$ cat src/rtl/apb_ctrl_pkg.sv
// -----------------------------------------------------------------------------
// apb_ctrl_pkg
// Shared definitions for the two-requester APB master (apb_arbiter):
//   - default widths and the ACCESS wait-state limit
//   - the transfer FSM state type
// -----------------------------------------------------------------------------
package apb_ctrl_pkg;

    localparam int ADDR_W_DEF  = 8;   // APB address width
    localparam int DATA_W_DEF  = 32;  // APB data width
    localparam int TIMEOUT_DEF = 16;  // ACCESS cycles without PREADY before abort

    typedef enum logic [1:0] {
        ST_IDLE   = 2'd0,
        ST_SETUP  = 2'd1,
        ST_ACCESS = 2'd2
    } apb_state_e;

endpackage : apb_ctrl_pkg

$ cat src/rtl/apb_rr_arb2.sv
// -----------------------------------------------------------------------------
// apb_rr_arb2
// Two-way round-robin grant logic with its last-grant pointer.
// Ports:
//   clk, rst_n : clock, asynchronous active-low reset
//   en         : grants may be issued this cycle (controller is idle)
//   req[1:0]   : request vector
//   gnt[1:0]   : one-hot (or zero) grant, combinational from req/en/pointer
// -----------------------------------------------------------------------------
module apb_rr_arb2 (
    input  logic       clk,
    input  logic       rst_n,
    input  logic       en,
    input  logic [1:0] req,
    output logic [1:0] gnt
);

    // Index of the requester granted most recently. Resetting it to 1 makes
    // requester 0 the winner of the first contested grant.
    logic last_q;
    logic last_d;

    // NOTE: every signal written in an always_comb gets a default first, so no
    // path through the block can leave it unassigned and infer a latch.
    always_comb begin
        gnt    = 2'b00;
        last_d = last_q;
        if (en) begin
            unique case (req)
                2'b01:   gnt = 2'b01;
                2'b10:   gnt = 2'b10;
                2'b11:   gnt = last_q ? 2'b01 : 2'b10;
                default: gnt = 2'b00;
            endcase
            // Any grant, contested or not, moves the pointer.
            if (gnt != 2'b00) begin
                last_d = gnt[1];
            end
        end
    end

    // NOTE: sequential state is updated with non-blocking assignments only, so
    // every flop samples pre-edge values regardless of block evaluation order.
    always_ff @(posedge clk or negedge rst_n) begin
        if (!rst_n) begin
            last_q <= 1'b1;
        end else begin
            last_q <= last_d;
        end
    end

endmodule : apb_rr_arb2

$ cat src/rtl/apb_arbiter.sv
// -----------------------------------------------------------------------------
// apb_arbiter
// Arbitrates two command requesters onto a single APB master port and returns
// a one-cycle completion pulse (with read data or a timeout error) to the
// requester that owned the transfer.
// Ports:
//   PCLK, PRESETn           : clock, asynchronous active-low reset
//   req_valid/req_write[1:0]: per-requester command valid / direction (1=write)
//   req_addr  [2*ADDR_W]    : requester i address in slice i
//   req_wdata [2*DATA_W]    : requester i write data in slice i
//   req_ready[1:0]          : command accepted (combinational, idle only)
//   rsp_valid[1:0]          : completion pulse to the owning requester
//   rsp_rdata, rsp_err      : read data / timeout flag, valid with rsp_valid
//   PADDR..PENABLE          : APB master outputs
//   PRDATA, PREADY          : APB completer inputs
// -----------------------------------------------------------------------------
module apb_arbiter
    import apb_ctrl_pkg::*;
#(
    parameter int ADDR_W  = ADDR_W_DEF,
    parameter int DATA_W  = DATA_W_DEF,
    parameter int TIMEOUT = TIMEOUT_DEF
) (
    input  logic                PCLK,
    input  logic                PRESETn,
    input  logic [1:0]          req_valid,
    input  logic [1:0]          req_write,
    input  logic [2*ADDR_W-1:0] req_addr,
    input  logic [2*DATA_W-1:0] req_wdata,
    output logic [1:0]          req_ready,
    output logic [1:0]          rsp_valid,
    output logic [DATA_W-1:0]   rsp_rdata,
    output logic                rsp_err,
    output logic [ADDR_W-1:0]   PADDR,
    output logic                PWRITE,
    output logic [DATA_W-1:0]   PWDATA,
    output logic                PSEL,
    output logic                PENABLE,
    input  logic [DATA_W-1:0]   PRDATA,
    input  logic                PREADY
);

    localparam int CNT_W = $clog2(TIMEOUT + 1);

    apb_state_e          state_q,     state_d;
    logic                owner_q,     owner_d;
    logic [ADDR_W-1:0]   paddr_q,     paddr_d;
    logic                pwrite_q,    pwrite_d;
    logic [DATA_W-1:0]   pwdata_q,    pwdata_d;
    logic [CNT_W-1:0]    wait_cnt_q,  wait_cnt_d;
    logic [1:0]          rsp_valid_q, rsp_valid_d;
    logic [DATA_W-1:0]   rsp_rdata_q, rsp_rdata_d;
    logic                rsp_err_q,   rsp_err_d;

    logic [1:0] gnt;
    logic       win;

    // Grants are only offered while idle; in SETUP/ACCESS req_valid is ignored.
    apb_rr_arb2 u_rr_arb2 (
        .clk   (PCLK),
        .rst_n (PRESETn),
        .en    (state_q == ST_IDLE),
        .req   (req_valid),
        .gnt   (gnt)
    );

    assign win = gnt[1];

    always_comb begin
        state_d     = state_q;
        owner_d     = owner_q;
        paddr_d     = paddr_q;
        pwrite_d    = pwrite_q;
        pwdata_d    = pwdata_q;
        wait_cnt_d  = '0;
        rsp_valid_d = 2'b00;
        rsp_rdata_d = '0;
        rsp_err_d   = 1'b0;

        unique case (state_q)
            ST_IDLE: begin
                if (gnt != 2'b00) begin
                    owner_d  = win;
                    pwrite_d = req_write[win];
                    paddr_d  = win ? req_addr[2*ADDR_W-1:ADDR_W]
                                   : req_addr[ADDR_W-1:0];
                    pwdata_d = win ? req_wdata[2*DATA_W-1:DATA_W]
                                   : req_wdata[DATA_W-1:0];
                    state_d  = ST_SETUP;
                end
            end

            ST_SETUP: begin
                state_d = ST_ACCESS;
            end

            ST_ACCESS: begin
                if (PREADY) begin
                    state_d     = ST_IDLE;
                    rsp_valid_d = owner_q ? 2'b10 : 2'b01;
                    rsp_rdata_d = pwrite_q ? '0 : PRDATA;
                end else if (wait_cnt_q == CNT_W'(TIMEOUT - 1)) begin
                    // This wait cycle brings the count to TIMEOUT: abort the
                    // transfer, so at most TIMEOUT unready ACCESS cycles occur.
                    state_d     = ST_IDLE;
                    rsp_valid_d = owner_q ? 2'b10 : 2'b01;
                    rsp_err_d   = 1'b1;
                end else begin
                    wait_cnt_d = wait_cnt_q + 1'b1;
                end
            end

            default: begin
                state_d = ST_IDLE;
            end
        endcase
    end

    always_ff @(posedge PCLK or negedge PRESETn) begin
        if (!PRESETn) begin
            state_q     <= ST_IDLE;
            owner_q     <= 1'b0;
            paddr_q     <= '0;
            pwrite_q    <= 1'b0;
            pwdata_q    <= '0;
            wait_cnt_q  <= '0;
            rsp_valid_q <= 2'b00;
            rsp_rdata_q <= '0;
            rsp_err_q   <= 1'b0;
        end else begin
            state_q     <= state_d;
            owner_q     <= owner_d;
            paddr_q     <= paddr_d;
            pwrite_q    <= pwrite_d;
            pwdata_q    <= pwdata_d;
            wait_cnt_q  <= wait_cnt_d;
            rsp_valid_q <= rsp_valid_d;
            rsp_rdata_q <= rsp_rdata_d;
            rsp_err_q   <= rsp_err_d;
        end
    end

    assign req_ready = gnt;
    assign rsp_valid = rsp_valid_q;
    assign rsp_rdata = rsp_rdata_q;
    assign rsp_err   = rsp_err_q;
    assign PADDR     = paddr_q;
    assign PWRITE    = pwrite_q;
    assign PWDATA    = pwdata_q;
    assign PSEL      = (state_q != ST_IDLE);
    assign PENABLE   = (state_q == ST_ACCESS);

endmodule : apb_arbiter

$ cat config.mk
export PLATFORM = sky130hd
export DESIGN_NAME = apb_arbiter
export DESIGN_NICKNAME = d
export VERILOG_FILES = /design/src/rtl/apb_ctrl_pkg.sv /design/src/rtl/apb_rr_arb2.sv /design/src/rtl/apb_arbiter.sv
export SDC_FILE = /design/constraint.sdc
export NUM_CORES = 1
export LEC_CHECK = 0
export ABC_AREA = 1
export CAP_MARGIN = 5
export CORE_ASPECT_RATIO = 0.5
export CORE_MARGIN = 5
export CORE_UTILIZATION = 37
export CTS_CLUSTER_SIZE = 20
export DETAILED_ROUTE_END_ITERATION = 10
export MAX_ROUTING_LAYER = met4
export PLACE_DENSITY = 0.82
export SLEW_MARGIN = 10
export SYNTH_ARGS = -nofsm -noshare
export SYNTH_HDL_FRONTEND = slang
export SYNTH_SLANG_ARGS = --single-unit
$ cat constraint.sdc
create_clock -name PCLK -period 1.5 [get_ports PCLK]
set_clock_uncertainty 0.15 [all_clocks]
set_input_delay 0.3 -clock PCLK [delete_from_list [all_inputs] [get_ports PCLK]]
set_output_delay 0.3 -clock PCLK [all_outputs]
set_load 0.05 [all_outputs]
==> flow_summary.yaml <==
timing:
  fin_ws_ns: -0.3087
  finalCriticalPeriod_ns: 1.809
  fmax_mhz: 552.9
  setup_viol: 41
  tightestPinTransition_ns: 0.4454
  final_max_slew_viol_count: 0
  hold_viol: 0
  maxSlewHeadroom_pct: 70.31
  rsz0062_at_grt: "true"
  fin_crit_sh_pct: 120.6
  finalSetupTns_ns: -5.267
pwr:
  p_int_uw: 9292
  switchingPower_uw: 7249
  pwr-share-clk_pct: 14.2
  comb_power_share_pct: 62.7
  p_per_area_mw_per_mm2: 2144
  vdd_drop_max_uv: 1302
  cellLeakagePower_uw: 0.003774
  seq_power_share_pct: 23.1
  swShare_pct: 43.82
global_routing:
  grt_max_degree: 35
  grt_pass1_wl_um: 22090
  grt-ovfl-total: 0
  antenna_found_initial: 0
  grt_pass1_vias: 4300
  grt_use_total_pct: 21.76
route:
  drt_iter0_markers: 265
  drtAntennaViolNets: 0
  drc_errors: 0
  firstDrtPassIters: 4
  wl_per_cell_um: 16.94
  wirelength_um: 14750
  vias_per_cell: 4.971
  vias: 4330
floorplanning:
  rows: 26
  core_mm2: 0.01041
  ioPinCount: 199
  die_h_um: 83.67
  die-area_mm2: 0.01317
  initial_core_util_pct: 38.58
  die_x_um: 157.3
synthesis:
  syn_inst: 507
  ys_seq_elements: 85
  synth_top_area_cell: "dfrtp_1"
  ys_seq_area_share_pct: 52.99
  syn_nets: 627
  synthDistinctLibCells: 19
  syn_avg_cell_area_um2: 7.922
  synth_area_leaders: "dfrtp_1 (52%), nand2_1 (18%), nand4_1 (7.3%)"
  ys_warn_count: 0
  synth.cell_area_mm2: 0.004016
  synth_top_area_share_pct: 52.34
run_status:
  status: "complete, but fails checks"
  violations: "negative setup slack"
cts:
  cts_tree: "built"
  htreeDepth: 3
  tritoncts.num_buffers: 9
  cts_root_buf: "clkbuf_16"
  numClockSinks: 85
  cts_buffer_depth: 2
  cts.clk_slew.worst_paths_ns: 0.07
  clk_latency_ns: 0.35
hold_path:
  hp-class: "flip-flop to flip-flop"
  hold_path_startpoint: "owner_q$_DFFE_PN0P_"
final_layout:
  n_antenna_cell: 0
  drive_gt1_share_pct: 21.61
  fin_cells: 871
  fillers: 660
  final_nets: 846
  area_delta_synth_final_pct: 92.12
  fin_util_pct: 74.12
place:
  place_worst_setup_slack_ns: -0.3844
  dp_cells: 838
  port_buffers: 198
  hpwl_um: 9895
  finalWeightedCongestion: 0.8249
setup_path:
  crit_path_max_fanout: 4
  worstSetupStartpointType: "flip-flop"
  crit_arrival_ns: 1.36
  reg2reg_from: "state_q[1]$_DFFE_PN0P_"
  critPathRequiredTime_ns: 1.05
  cp-end-kind: "output port"
  crit_type: "flip-flop to output port"
  crit_start: "u_rr_arb2.last_q$_DFFE_PN1P_"
flow_run:
  cap_violations: 0
-- final timing paths --
check	end	slack (ns)	cells past startpoint
max	req_ready[1]	-0.31	4
min	rsp_valid[0]$_DFF_PN0_	0.27	1
min in group asynchronous	rsp_rdata[26]$_DFF_PN0_	0.30	2
min reg2reg	rsp_valid[0]$_DFF_PN0_	0.27	1
max reg2reg	PWDATA[19]$_DFFE_PN0P_	-0.17	7
max in group asynchronous	PADDR[4]$_DFFE_PN0P_	0.34	3
-- state kept, by name, summed over array words and instances, names as in the netlist --
| name | cells |
|---|---|
| state_q | 2 |
| rsp_err | 1 |
| PWRITE | 1 |
| rsp_rdata | 32 |
| PADDR | 8 |
| wait_cnt_q | 5 |
| PWDATA | 32 |
| u_rr_arb2.last_q | 1 |
| owner_q | 1 |
| rsp_valid | 2 |
-- Yosys cell counts --
cell and number:
a21oi_1 1, buf_6 8, nand4_1 47, buf_2 16, nor2_2 1, inv_1 48
o21ai_0 2, nand3_1 45, nand2_1 195, clkbuf_1 9, ha_1 1, nor2_1 40
xnor2_1 1, buf_4 4, or2_2 1, nand2_2 2, dfstp_2 1, nor2_4 1
dfrtp_1 84
-- logic make-up (layout without fill, tap and decap cells) --
family	Yosys count	count (layout)	synth area share, %
simple gates	332	332	35.79
xor+xnor	1	1	0.2181
compound gates	3	3	0.3737
buf+inv	85	309	10.31
fa+ha+maj	1	1	0.3115
flops	85	85	52.99
-- per-stage QoR --
| stage | total power (uW) | cell area [um2] | hold WS (ns) |
|---|---|---|---|
| final | 16540 | 7716 | 0.2705 |
| after global routing | 17310 | 7716 | 0.2844 |
| after CTS | 16000 | 7571 | 0.2695 |
| after detailed placement | 12790 | 7022 | 0.1217 |
| after global placement | 12590 | 7022 | 0.1182 |
| after floorplan | 8497 | 4080 | -0.1456 |
-- power groups by stage --
stage / combinational (uW) / sequential, uW / clock [uW]
2_1_floorplan: 2790 / 5710 / 0
5_1_grt: 10900 / 3900 / 2500
3_5_place_dp: 8960 / 3830 / 0
6_report: 10400 / 3820 / 2350
4_1_cts: 9830 / 3800 / 2370
3_3_place_gp: 8790 / 3800 / 0
-- cell usage in the layout (no fill, tap or decap), types with 3 or more instances in the layout --
cell type | synthesis | routed
nand2_1 | 195 | 193
clkdlybuf4s50_1 | 0 | 115
buf_12 | 0 | 88
dfrtp_1 | 84 | 83
nand4_1 | 47 | 47
inv_1 | 48 | 45
nand3_1 | 45 | 44
nor2_1 | 40 | 40
buf_4 | 4 | 27
clkbuf_16 | 0 | 12
inv_8 | 0 | 3
buf_16 | 0 | 3
buf_6 | 8 | 3
-- critical path: stages (launching register included) --
cell and delay, ns:
dfstp_2 0.56, nand2_4 0.08, nand3_4 0.11, clkinvlp_4 0.11, buf_12 0.15
-- final cells by class --
class | instances | area (um2) | share of cell area [%]
repair buffers | 245 | 3393 | 43.98
flip-flops and latches | 85 | 2130 | 27.60
well taps | 140 | 175.2 | 2.270
clock buffers | 9 | 225.2 | 2.919
multi-input cells | 337 | 1518 | 19.67
inverters | 48 | 186.4 | 2.416
clock inverters | 7 | 88.84 | 1.151
-- per-layer routing --
layer	GRT usage (%)	wire, um	vias to the layer above
li1	-	-	2037
met1	24.69	5634	2066
met2	37.13	7660	192
met3	4.868	992	35
met4	9.212	466	0
met5	-	0	-
-- timing repair --
action,4_1_cts,5_1_grt
endpoints found under the setup margin,33,68
pin swaps,4,4
cloned,4,3
endpoints found under the hold margin,27,0
buffers inserted,6,5
hold buffers,1,0
resized for setup,20,11
(Power assumes the default switching activity.)
